File: config.mk
export PLATFORM = sky130hd
export DESIGN_NAME = dmem_arbiter
export DESIGN_NICKNAME = d
export VERILOG_FILES = /design/src/rtl/dmem_arbiter.sv
export SDC_FILE = /design/constraint.sdc
export NUM_CORES = 1
export LEC_CHECK = 0
export ABC_CLOCK_PERIOD_IN_PS = 1750
export BUFFER_PORTS_ARGS = -buffer_cell sky130_fd_sc_hd__buf_2
export CORE_AREA = 5 5 114 116
export CTS_CLUSTER_DIAMETER = 60
export CTS_CLUSTER_SIZE = 28
export DETAILED_ROUTE_END_ITERATION = 8
export DIE_AREA = 0 0 119 121
export PLACE_DENSITY = 0.44
export SLEW_MARGIN = 20
export SYNTH_ARGS = -nofsm -noshare
export SYNTH_HDL_FRONTEND = slang
export SYNTH_SLANG_ARGS = --single-unit
File: constraint.sdc
create_clock -name clk -period 1.75 [get_ports clk]
set_input_delay 0.0875 -clock clk [delete_from_list [all_inputs] [get_ports clk]]
set_output_delay 0.0875 -clock clk [all_outputs]
set_load 0.005 [all_outputs]
File: src/rtl/dmem_arbiter.sv
// -----------------------------------------------------------------------------
// dmem_arbiter
//
// Shares the single-port data RAM between the pipeline's memory stage (CPU
// port) and a DMA/loader master. The CPU port has fixed priority. A DMA
// request that has been denied for MAX_WAIT consecutive cycles is granted
// anyway, and the CPU is stalled for that one cycle. Read data coming back
// from the RAM one cycle later is routed to whichever port issued the read.
//
// Optional feature (compile-time macro DMA_BURST_EN):
//   When DMA is granted with no competing CPU request, it keeps the RAM for up
//   to BURST_LEN consecutive beats while dma_req stays high. Any CPU request
//   during the burst is stalled. A forced (anti-starvation) grant is always a
//   single beat. Without the macro, every cycle is arbitrated independently.
//
// Parameters:
//   MAX_WAIT   denied DMA cycles before a forced DMA grant (1..15)
//   BURST_LEN  maximum beats per DMA burst, DMA_BURST_EN only (1..15)
//
// Ports:
//   clk, reset                  clock, synchronous active-high reset
//   cpu_req/we/addr/wdata       CPU access request (held while stalled)
//   cpu_rdata                   data for the CPU read granted last cycle
//   cpu_stall                   CPU request not granted this cycle
//   dma_req/we/addr/wdata       DMA access request (held until granted)
//   dma_gnt                     DMA access performed this cycle
//   dma_rvalid, dma_rdata       DMA read return, one cycle after the grant
//   mem_addr/wdata/read/write   RAM command for this cycle
//   mem_rdata                   RAM read data, valid the cycle after mem_read
// -----------------------------------------------------------------------------
module dmem_arbiter #(
    parameter int MAX_WAIT  = 4,
    parameter int BURST_LEN = 4
) (
    input  logic        clk,
    input  logic        reset,

    input  logic        cpu_req,
    input  logic        cpu_we,
    input  logic [31:0] cpu_addr,
    input  logic [31:0] cpu_wdata,
    output logic [31:0] cpu_rdata,
    output logic        cpu_stall,

    input  logic        dma_req,
    input  logic        dma_we,
    input  logic [31:0] dma_addr,
    input  logic [31:0] dma_wdata,
    output logic        dma_gnt,
    output logic        dma_rvalid,
    output logic [31:0] dma_rdata,

    output logic [31:0] mem_addr,
    output logic [31:0] mem_wdata,
    output logic        mem_read,
    output logic        mem_write,
    input  logic [31:0] mem_rdata
);

    // Owner of the read issued in the previous cycle.
    localparam logic [1:0] OWN_NONE   = 2'd0;
    localparam logic [1:0] OWN_CPU_RD = 2'd1;
    localparam logic [1:0] OWN_DMA_RD = 2'd2;

    localparam logic [3:0] MAX_WAIT_C = 4'(MAX_WAIT);

    logic [3:0] wait_cnt;
    logic [1:0] last_owner;
    logic [1:0] owner_nxt;
    logic       dma_force;
    logic       cpu_grant;
    logic       dma_grant;
    logic       burst_hold;   // DMA owns the RAM this cycle as part of a burst

`ifdef DMA_BURST_EN
    localparam logic [0:0] ST_ARB       = 1'b0;
    localparam logic [0:0] ST_DMA_BURST = 1'b1;
    localparam logic [3:0] BURST_LEN_C  = 4'(BURST_LEN);

    logic [0:0] state;
    logic [3:0] burst_cnt;

    // A burst only continues while DMA keeps requesting; a dropped request
    // ends it immediately and the CPU may use that same cycle.
    assign burst_hold = (state == ST_DMA_BURST) && dma_req;
`else
    logic unused_burst_len;

    assign burst_hold       = 1'b0;
    assign unused_burst_len = (BURST_LEN == 0);
`endif

    // ------------------------------------------------------------------
    // Grant decision (same cycle, from requests and registered wait_cnt)
    // ------------------------------------------------------------------
    assign dma_force = dma_req && (wait_cnt == MAX_WAIT_C);
    assign cpu_grant = !reset && !burst_hold && cpu_req && !dma_force;
    assign dma_grant = !reset && dma_req && (burst_hold || !cpu_req || dma_force);

    assign dma_gnt   = dma_grant;
    assign cpu_stall = !reset && cpu_req && !cpu_grant;

    // RAM command mux; the bus is driven to zero when nobody is granted.
    always_comb begin
        // NOTE: every output of this block gets a default first, so no path
        // leaves a value unassigned and no latch is inferred.
        mem_addr  = '0;
        mem_wdata = '0;
        mem_read  = 1'b0;
        mem_write = 1'b0;
        owner_nxt = OWN_NONE;
        if (cpu_grant) begin
            mem_addr  = cpu_addr;
            mem_wdata = cpu_wdata;
            mem_read  = !cpu_we;
            mem_write = cpu_we;
            owner_nxt = cpu_we ? OWN_NONE : OWN_CPU_RD;
        end else if (dma_grant) begin
            mem_addr  = dma_addr;
            mem_wdata = dma_wdata;
            mem_read  = !dma_we;
            mem_write = dma_we;
            owner_nxt = dma_we ? OWN_NONE : OWN_DMA_RD;
        end
    end

    // ------------------------------------------------------------------
    // Starvation counter and read-return bookkeeping
    // ------------------------------------------------------------------
    always_ff @(posedge clk) begin
        // NOTE: state registers use non-blocking assignments so every flop
        // samples the pre-edge values, independent of statement order.
        if (reset) begin
            wait_cnt   <= '0;
            last_owner <= OWN_NONE;
            dma_rvalid <= 1'b0;
        end else begin
            last_owner <= owner_nxt;
            dma_rvalid <= (owner_nxt == OWN_DMA_RD);
            if (!dma_req || dma_grant) begin
                wait_cnt <= '0;
            end else if (wait_cnt != MAX_WAIT_C) begin
                wait_cnt <= wait_cnt + 4'd1;
            end
        end
    end

    assign cpu_rdata = (last_owner == OWN_CPU_RD) ? mem_rdata : '0;
    assign dma_rdata = dma_rvalid ? mem_rdata : '0;

`ifdef DMA_BURST_EN
    // ------------------------------------------------------------------
    // Burst tracking: beat 0 is the uncontested grant taken in ST_ARB,
    // burst_cnt counts beats already performed.
    // ------------------------------------------------------------------
    always_ff @(posedge clk) begin
        if (reset) begin
            state     <= ST_ARB;
            burst_cnt <= '0;
        end else if (state == ST_ARB) begin
            if (dma_grant && !cpu_req && !dma_force && (BURST_LEN > 1)) begin
                state     <= ST_DMA_BURST;
                burst_cnt <= 4'd1;
            end
        end else if (burst_hold) begin
            if (burst_cnt + 4'd1 == BURST_LEN_C) begin
                state     <= ST_ARB;
                burst_cnt <= '0;
            end else begin
                burst_cnt <= burst_cnt + 4'd1;
            end
        end else begin
            state     <= ST_ARB;
            burst_cnt <= '0;
        end
    end
`endif

endmodule

== Word-level counts from Yosys, hierarchy flattened ==
Index checks and enable logic that the tools add are counted.

* Bitwise gates (word level): 0
* Mux-type cells: 14
* Equal/unequal tests: 4
* Add/subtract/negate cells: 1
* Divide/modulo/power cells: 0
* Shift-type cells: 0
* Magnitude comparators: 0
* Reductions and logical operators: 16
* Multiply operators: 0

{| class="wikitable"
|+ Operators by type and width
! cell !! number
|-
| 32-bit 2-to-1 mux || 6
|-
| 1-bit zero test || 7
|-
| 1-bit logical AND || 6
|-
| 2-bit 2-to-1 mux || 3
|-
| 1-bit 2-to-1 mux || 5
|-
| 4-bit by 1-bit adder with 4-bit output, second input constant || 1
|-
| 4-bit by 3-bit equality test with 1-bit output, second input constant || 1
|-
| 4-bit by 3-bit inequality test with 1-bit output, second input constant || 1
|-
| 2-bit by 1-bit equality test with 1-bit output, second input constant || 1
|-
| 2-bit equality test, second input constant || 1
|-
| 1-bit logical OR || 2
|-
| 2-bit OR reduction || 1
|}

* Memory bits (writable): 0
* Latch bits: 0
* ROM bits: 0
* Register bits: 7
* Memories: 0
* Word-level logic and storage cells: 38

== Logic depth before layout (Yosys ltp) ==
Gate-level depths: netlist of the first run.

* Depth in word-level cells: 7
* Depth in mapped cells: 7
* Depth with buffers taken out: 5

== Worst setup path before layout of the first run ==
No wires, ideal clock.

* Path type: flip-flop to output port
* Start point: register wait_cnt[0]
* End point: output mem_addr[24]
* Path buffers: 2
* Setup slack: 0.287 ns
* Stages on the path, launching flop included: 8
* Data arrival time: 1.376 ns
* Cells stage by stage: dfxtp_1 inv_1 ha_1 and3b_1 a21oi_2 buf_4 buf_4 a22o_1

* Cells in the longest elaborated chain, start to end: 6

{| class="wikitable"
|+ Ends and longest elaborated chain
! what !! RTL line !! text
|-
| start: declaration || 67 || <nowiki>logic [3:0] wait_cnt;</nowiki>
|-
| start signal: assignment || 143 || <nowiki>wait_cnt <= wait_cnt + 4'd1;</nowiki>
|-
| 4-bit by 3-bit equality test with 1-bit output * || 96 || <nowiki>assign dma_force = dma_req && (wait_cnt == MAX_WAIT_C);</nowiki>
|-
| 1-bit logical AND * || 96 ||
|-
| 1-bit logical OR || 98 || <nowiki>assign dma_grant = !reset && dma_req && (burst_hold || !cpu_req || dma_force);</nowiki>
|-
| 1-bit logical AND || 98 ||
|-
| 32-bit 2-to-1 mux || 118 || <nowiki>end else if (dma_grant) begin</nowiki>
|-
| 32-bit 2-to-1 mux * || 112 || <nowiki>if (cpu_grant) begin</nowiki>
|-
| end: declaration || 53 || <nowiki>output logic [31:0] mem_addr,</nowiki>
|}

Mark *: on every way between the ends. The rest lies on a longest branch, timed or not.

== Final worst setup path of the first run ==
* Start point: register wait_cnt[0]
* End point: output mem_addr[16]

The elaborated chain is that of the path after synthesis.

==> metrics.cfg, run 1 <==
[placement]
gp_congestion=0.8029
pre_cts_ws_ns=0.04982
dpl-instance-area_um2=3052
place_inst=615
dpl.hpwl_um=7421
io_buffer_count=298

[route]
wirelength_um=10330
drc=0
num_vias=2690
ant_nets=0
initialDrtViolationCount=65
wire_per_inst_um=16.18
dr.pass1.iters=4
vias_per_cell=4.216

[power]
p_int_mw=0.8454
switchingPower_mw=0.3400
p_per_area_nw_per_um2=336.7
total_power_mw=1.185
power_frac_seq_pct=14.0
ir_worst_vdd_v=0.0001984
p_leak_nw=2.178
p_sw_share_pct=28.68
p_clk_share_pct=32.5
p_comb_share_pct=53.5

[worst_setup_path]
reg2reg_from=wait_cnt[1]$_SDFFE_PP0P_
crit_fanout=8
worstPathArrival_ns=1.75
crit_chain=inv_2 > ha_4 > and3b_2 > a21oi_4 > buf_6 > buf_12 > buf_16 > a22o_1 > buf_2
critical-path-top-delay-family=buffers and inverters
crit_required_ns=1.66
reg2reg_to=last_owner[1]$_SDFF_PP0_
crit_buf_inv=5
cp.depth=9
cp-startpoint=wait_cnt[0]$_SDFFE_PP0P_
slowest_stage=dfxtp_2
worstSetupPathType=flip-flop to output port
reg2reg_depth=7
setup.worst_path.end_class=output port
rrSetupSlack_ns=0.37
start_kind=flip-flop
endpoint=mem_addr[16]
max_stage_delay_ns=0.33

[synth]
syn_nets=352
async_flop_share_pct=0
synth_adder_area_share_pct=1.776
synth-xor-area-share_pct=1.243
synth-edff-count=0
post_synth_inst_count=184
synth_ff_type=dfxtp_1
ys_seq_area_share_pct=9.947
netlist_area_um2=1409
ys_ff_latch=7
ys_types=23
synth_warnings=0
synthSimpleGateAreaFrac_pct=34.81
synth_mux_area_share_pct=0.7105
synth_area_per_cell_um2=7.657
synth_compound_area_share_pct=41.83
synth_top_family_by_area=compound AO/OA/AOI/OAI gates

[floorplanning]
die_h_um=121
initial_core_util_pct=11.93
ioPinCount=299
die_width_um=119
dieArea_um2=14400
core_area_um2=11810
row_count=40

[clocking]
clock_latency_ns=0.23
cts_tree=yes
numCtsBuffers=3
clockBufferDepth=2
cts_hold_buf=0
clk_pin_slew_worst_paths_ns=0.04
clock_sinks=7
h-tree-depth=1
clockRootBuffer=clkbuf_16

[sta]
final-hold-violation-count=0
final-setup-viol-count=57
setup_tns_ns=-2.932
max_freq_ghz=0.5436
slew_headroom_pct=85.06
setup_ws_ns=-0.08944
min_period_over_period_pct=105.1
rsz0062_at_grt=yes
period_needed_ns=1.839
worstMarginPinSlew_ns=0.2241
report.final.slew_viol_count=0
fin_skew_ns=0.0006804

[flow_run]
maxCapViolations=0

[layout]
n_fill_cell=1255
layout-drive-gt1-share_pct=68.02
area_growth_pct=149.9
final_area_um2=3521
instances_no_fill=638
n_antenna_cell=0
nets=660

[global_routing]
grt_overflow=0
grt_pass1_wl_um=13700
grt_max_degree=50
antenna_found_initial=0
grt_usage_pct=11.61
grt_pass1_vias=2713

[outcome]
outcome=finished, violations left
violations=negative setup slack

[hold_path]
hp-class=primary input to flip-flop

## logic make-up (layout without fill, tap and decap cells)
family,count (synthesis),in the layout
muxes,1,1
AOI/OAI and AO/OA,67,67
DFF,7,7
xor gates and xnor gates,2,2
adders and majority gates,2,2
and+or+nand+nor,80,80
buffers and inverters,25,332
## per-layer routing
layer | wire length, um | vias up | GRT usage (%)
met1 | 3594 | 1208 | 10.96
met3 | 1074 | 8 | 3.590
met4 | 48 | 0 | 1.521
met5 | 0 | - | 0
li1 | - | 1283 | -
met2 | 5608 | 191 | 24.55
## cell usage in the layout (no fill, tap or decap)
| cell | synthesis | layout |
|---|---|---|
| buf_2 | 7 | 297 |
| and2_1 | 67 | 67 |
| a22o_1 | 65 | 65 |
| buf_4 | 5 | 7 |
| clkbuf_16 | 0 | 6 |
| buf_16 | 0 | 6 |
| buf_6 | 2 | 5 |
| dfxtp_1 | 7 | 5 |
| buf_12 | 0 | 5 |
| nor2_1 | 4 | 4 |
| inv_1 | 5 | 3 |
| inv_2 | 0 | 2 |
| nand3_1 | 2 | 2 |
| dfxtp_2 | 0 | 2 |
| nand3b_1 | 1 | 1 |
| and2b_1 | 1 | 1 |
| a21boi_4 | 0 | 1 |
| nor2b_1 | 1 | 1 |
| and3b_2 | 0 | 1 |
| nand2b_1 | 1 | 1 |
| a21oi_4 | 0 | 1 |
| and3_1 | 1 | 1 |
| nand2_1 | 1 | 1 |
| mux2i_1 | 1 | 1 |
| xor2_1 | 1 | 1 |
| xnor2_1 | 1 | 1 |
| ha_4 | 0 | 1 |
| ha_1 | 2 | 1 |
| clkbuf_1 | 6 | 1 |
## per-stage QoR
stage          util [%]  hold WS [ns]
4_1_cts           28.58        0.1607
3_5_place_dp      25.84        0.4017
5_1_grt           29.81        0.1805
3_3_place_gp      25.84        0.4042
6_report          29.81        0.1645
2_1_floorplan         -        0.2732
## cell usage after synthesis (2+ instances only)
cell type	n	share of area, %
a22o_1	65	40
and2_1	67	30
buf_2	7	2.5
buf_4	5	2.7
buf_6	2	1.6
clkbuf_1	6	1.6
dfxtp_1	7	9.9
ha_1	2	1.8
inv_1	5	1.3
nand3_1	2	0.71
nor2_1	4	1.1
## power groups by stage
stage | registers (mW) | logic, mW | clock network (mW)
5_1_grt | 0.166 | 0.693 | 0.405
2_1_floorplan | 0.168 | 0.193 | 0
3_5_place_dp | 0.168 | 0.531 | 0
4_1_cts | 0.166 | 0.611 | 0.391
6_report | 0.166 | 0.634 | 0.385
3_3_place_gp | 0.168 | 0.528 | 0
## tightest hold or removal path, cell delays in order
cell	delay [ns]
buf_2	0.08
inv_1	0.05
and2_1	0.13
## layout make-up
class / instances / area [um^2] / area share [%]
Clock buffer: 4 / 78.83 / 2.239
Inverter: 5 / 18.77 / 0.5330
Multi-Input combinational cell: 152 / 1161 / 32.98
Sequential cell: 7 / 142.6 / 4.051
Tap cell: 147 / 183.9 / 5.224
Timing Repair Buffer: 323 / 1936 / 54.98
## repair_timing
item | CTS | global route
buffers inserted | 5 | 3
resized for setup | 20 | 3
cloned | 6 | 5
endpoints found under the setup margin | 66 | 66
pin swaps | 10 | 2
## how the worst min path moves through the flow
| stage | from | to | slack (ns) | depth (start not counted) |
|---|---|---|---|---|
| 2_1_floorplan | dma_we | dma_rvalid$_SDFF_PP0_ | 0.27 | 2 |
| 3_3_place_gp | cpu_we | last_owner[0]$_SDFF_PP0_ | 0.40 | 3 |
| 3_5_place_dp | cpu_we | last_owner[0]$_SDFF_PP0_ | 0.40 | 3 |
| 4_1_cts | cpu_we | last_owner[0]$_SDFF_PP0_ | 0.16 | 3 |
| 5_1_grt | cpu_we | last_owner[0]$_SDFF_PP0_ | 0.18 | 3 |
| 6_report | cpu_we | last_owner[0]$_SDFF_PP0_ | 0.16 | 3 |
## flip-flops by register name, indices dropped and copies added, names as in the netlist
signal	flops
dma_rvalid	1
last_owner	2
wait_cnt	4
No activity file was read; power rests on OpenSTA's default activity.
==> inputs of run 2 (changes only) <==
SKIP_CTS_REPAIR_TIMING = 1   (was unset)
==> run 2 against run 1 <==
Compared with the run above:
- maximum frequency down 2.0%
- global-route usage shrank 1.6 points
- combinational power fell by 6.8%
- register-to-register slack worse by 0.03 ns
- total power is 3.8% lower
- worst setup slack got worse by 0.037 ns
- largest power group unchanged
- routed wire length shrank 2.9%
- highest routed layer unchanged
- count of clock-buffer cells in the layout unchanged
- the flow still finishes with violations (negative setup slack)
- sequential cell count stayed put
- clock skew grew 0.00065 ns
==> metrics.cfg, run 2 (synthesized netlist as in run 1, its figures left out) <==
[route]
vias_per_cell=4.187
wire_per_inst_um=15.87
initialDrtViolationCount=49
num_vias=2646
ant_nets=0
wirelength_um=10030
drc=0
dr.pass1.iters=4

[layout]
layout_common_cells=buf_2, and2_1, a22o_1
area_growth_pct=140.0
reg.largest.list=wait_cnt x4, last_owner x2, dma_rvalid x1
nets=654
final_common_cell=buf_2
n_antenna_cell=0
ff_latch_area_um2=145.1
instances_no_fill=632
layout-drive-gt1-share_pct=67.63
utilization_pct=28.62
largest_register=wait_cnt
multi_input_area_um2=1161
n_fill_cell=1273
largest_register_ffs=4

[power]
p_per_area_nw_per_um2=337.4
power_frac_seq_pct=14.5
p_clk_share_pct=33.7
p_sw_share_pct=28.77
ir_worst_vdd_v=0.0001914
p_comb_share_pct=51.8
switchingPower_mw=0.3282
p_int_mw=0.8126
p_leak_nw=2.116

[floorplanning]
core_area_um2=11810
dieArea_um2=14400
ioPinCount=299
die_h_um=121
initial_core_util_pct=11.93
die_width_um=119
row_count=40

[outcome]
violations=negative setup slack
outcome=finished, violations left

[clocking]
clockBufferDepth=2
h-tree-depth=1
clk_pin_slew_worst_paths_ns=0.04
clock_latency_ns=0.23
cts_tree=yes
clock_sinks=7
numCtsBuffers=3
clockRootBuffer=clkbuf_16

[worst_setup_path]
crit_chain=inv_2 > ha_4 > and3b_2 > a21oi_4 > buf_12 > buf_6 > a22o_1 > buf_2
critical-path-top-delay-family=buffers and inverters
worstPathArrival_ns=1.79
worstSetupPathType=flip-flop to output port
start_kind=flip-flop
slowest_stage=dfxtp_4
crit_buf_inv=4
crit_required_ns=1.66
crit_fanout=15
max_stage_delay_ns=0.35
setup.worst_path.end_class=output port

[placement]
gp_congestion=0.8029
dpl.hpwl_um=7421
place_inst=615
io_buffer_count=298
pre_cts_ws_ns=0.04982

[sta]
fin_skew_ns=0.001335
slew_headroom_pct=84.96
rsz0062_at_grt=yes
report.final.slew_viol_count=0
max_freq_ghz=0.5329
final-setup-viol-count=50
period_needed_ns=1.877
worstMarginPinSlew_ns=0.2255
final-hold-violation-count=0
setup_ws_ns=-0.1267
min_period_over_period_pct=107.2

[global_routing]
grt_usage_pct=9.963
grt_pass1_vias=2579
grt_max_degree=64
antenna_found_initial=0
grt_pass1_wl_um=12160
grt_overflow=0

[flow_run]
maxCapViolations=0

[hold_path]
hp-class=primary input to flip-flop

-- run 2: area by class of cell --
type	count	area share, %
clock buffers	4	2.332
inverters	5	0.5551
multi-input cells	152	34.34
flip-flops and latches	7	4.293
well taps	147	5.440
repair buffers	317	53.03
-- run 2: path summary, 6_finish.rpt --
path,start,end,slack (ns),cells after the start
max,wait_cnt[0]$_SDFFE_PP0P_,mem_wdata[4],-0.13,8
min,cpu_we,last_owner[0]$_SDFF_PP0_,0.16,3
max reg2reg,wait_cnt[0]$_SDFFE_PP0P_,last_owner[1]$_SDFF_PP0_,0.34,7
min reg2reg,wait_cnt[0]$_SDFFE_PP0P_,wait_cnt[0]$_SDFFE_PP0P_,0.44,1
-- run 2: power by group through the flow --
stage | Combinational [mW] | Sequential [mW] | Clock (mW)
after CTS | 0.533 | 0.166 | 0.391
after global routing | 0.649 | 0.166 | 0.405
final | 0.591 | 0.165 | 0.385
after detailed placement | 0.531 | 0.168 | 0
after global placement | 0.528 | 0.168 | 0
after floorplan | 0.193 | 0.168 | 0
-- run 2: layer usage --
metal | vias up | GRT usage (%) | wire length, um
met5 | - | 0 | 0
met2 | 185 | 20.91 | 5461
li1 | 1273 | - | -
met1 | 1182 | 9.132 | 3453
met4 | 0 | 1.521 | 46
met3 | 6 | 3.590 | 1069
-- run 2: worst reg2reg max path, stage by stage, from the launching register on --
cell and delay [ns]:
dfxtp_4 0.35, inv_2 0.06, ha_4 0.11, nand3b_1 0.13, a21boi_4 0.22, buf_6 0.16, buf_6 0.18, and2_1 0.15
-- run 2: metrics by stage --
stage               TNS, ns  power, mW  instance area (um^2)  hold slack (ns)
finish               -4.081      1.141                  3381           0.1626
global route         -8.301      1.219                  3381           0.1816
detailed placement        0     0.6992                  3052           0.4017
CTS                  -11.18      1.090                  3131           0.1607
floorplan                 0     0.3615                  1409           0.2732
global placement          0     0.6964                  3052           0.4042
==> inputs of run 3 (changes only) <==
MAX_ROUTING_LAYER = met4   (was unset)
==> run 3 against run 2 <==
Compared with the run above:
- the run still ends with negative setup slack left
- via count up 0.79%
- maximum frequency increased by 1.2%
- sequential cell count unchanged
- die area is the same
- critical path depth stayed put
- worst setup slack improved by 0.022 ns
- non-clock buffer count fell by 1
- critical endpoint is now mem_addr[9]
- count of clock-buffer cells in the layout did not move
- highest routed layer unchanged
- total power hardly changed
- critical path type unchanged
==> metrics.cfg, run 3 (synthesized netlist as in run 1, its figures left out) <==
[outcome]
outcome=finished, violations left
violations=negative setup slack

[hold_path]
hp-class=primary input to flip-flop

[layout]
final_common_cell=buf_2
n_fill_cell=1271
area_growth_pct=139.9
largest_register_ffs=4
layout_common_cells=buf_2, and2_1, a22o_1
n_antenna_cell=0
final_area_um2=3379
layout-drive-gt1-share_pct=67.56
largest_register=wait_cnt
nets=653
reg.largest.list=wait_cnt x4, last_owner x2, dma_rvalid x1

[route]
dr.pass1.iters=4
drc=0
wirelength_um=10030
num_vias=2667
vias_per_cell=4.227
ant_nets=0
initialDrtViolationCount=50
wire_per_inst_um=15.89

[floorplanning]
die_h_um=121
core_area_um2=11810
row_count=40
dieArea_um2=14400
initial_core_util_pct=11.93
ioPinCount=299
die_width_um=119

[sta]
final-hold-violation-count=0
holdWs_ns=0.1625
period_needed_ns=1.855
report.final.slew_viol_count=0
worstMarginPinSlew_ns=0.2241
max_freq_ghz=0.5392
rsz0062_at_grt=yes
fin_skew_ns=0.001352
setup_ws_ns=-0.1047
slew_headroom_pct=85.06
setup_tns_ns=-3.896
min_period_over_period_pct=106.0
final-setup-viol-count=48

[worst_setup_path]
cp-startpoint=wait_cnt[0]$_SDFFE_PP0P_
worstPathArrival_ns=1.77
reg2reg_to=last_owner[1]$_SDFF_PP0_
rrSetupSlack_ns=0.35
start_kind=flip-flop
setup.worst_path.end_class=output port
reg2reg_depth=7
reg2reg_from=wait_cnt[0]$_SDFFE_PP0P_
endpoint=mem_addr[9]
worstSetupPathType=flip-flop to output port
crit_fanout=16
crit_required_ns=1.66

[clocking]
clock_sinks=7
h-tree-depth=1
clock_latency_ns=0.23
clk_pin_slew_worst_paths_ns=0.04
numCtsBuffers=3
clockRootBuffer=clkbuf_16
cts_tree=yes
clockBufferDepth=2

[global_routing]
antenna_found_initial=0
grt_pass1_vias=2586
grt_usage_pct=10.24
grt_pass1_wl_um=12140
grt_max_degree=64
grt_overflow=0

[power]
p_leak_nw=2.113
p_per_area_nw_per_um2=337.8
ir_worst_vdd_v=0.0001916
total_power_mw=1.142

[placement]
gp_congestion=0.8146
dpl.hpwl_um=7421
dpl-instance-area_um2=3052
io_buffer_count=298

[flow_run]
maxCapViolations=0

-- run 3: worst min path at each step --
| stage | start | depth (start not counted) | end |
|---|---|---|---|
| finish | cpu_we | 3 | last_owner[0]$_SDFF_PP0_ |
| global route | cpu_we | 3 | last_owner[0]$_SDFF_PP0_ |
| CTS | cpu_we | 3 | last_owner[0]$_SDFF_PP0_ |
| detailed placement | cpu_we | 3 | last_owner[0]$_SDFF_PP0_ |
| global placement | cpu_we | 3 | last_owner[0]$_SDFF_PP0_ |
| floorplan | dma_we | 2 | dma_rvalid$_SDFF_PP0_ |
-- run 3: critical path: stages, from the launching register on --
cell,delay [ns]
dfxtp_4,0.35
inv_2,0.04
ha_4,0.14
and3b_2,0.21
a21oi_4,0.19
buf_12,0.15
clkbuf_16,0.18
a22o_1,0.14
buf_2,0.11
-- run 3: area by class of cell --
cell class                      count  area (um^2)  area share, %
Multi-Input combinational cell    152         1161          34.36
Clock buffer                        4        78.83          2.332
Inverter                            5        18.77         0.5554
Timing Repair Buffer              316         1792          53.02
Tap cell                          147        183.9          5.442
Sequential cell                     7        145.1          4.295
-- run 3: per-layer routing --
metal  part of all wire (%)  GRT usage [%]  up-vias
met5                      0              -        -
met4                   0.46          1.521        0
met2                     55          20.91      197
li1                       -              -     1269
met3                     10          2.657        6
met1                     35          9.694     1195
-- run 3: stage by stage --
step           instances  util, %  setup slack, ns
2_1_floorplan        184        -           0.2865
3_3_place_gp         615    25.84          0.07744
3_5_place_dp         615    25.84          0.04982
4_1_cts              619    26.50          -0.2051
5_1_grt              631    28.61          -0.1835
6_report             631    28.61          -0.1047
-- run 3: power by group --
| part | internal (mW) | switching [mW] | total [mW] | leakage, nW |
|---|---|---|---|---|
| combinational | 0.347 | 0.244 | 0.591 | 2.02 |
| clock | 0.303 | 0.0825 | 0.385 | 0.0382 |
| sequential | 0.163 | 0.00220 | 0.165 | 0.0581 |
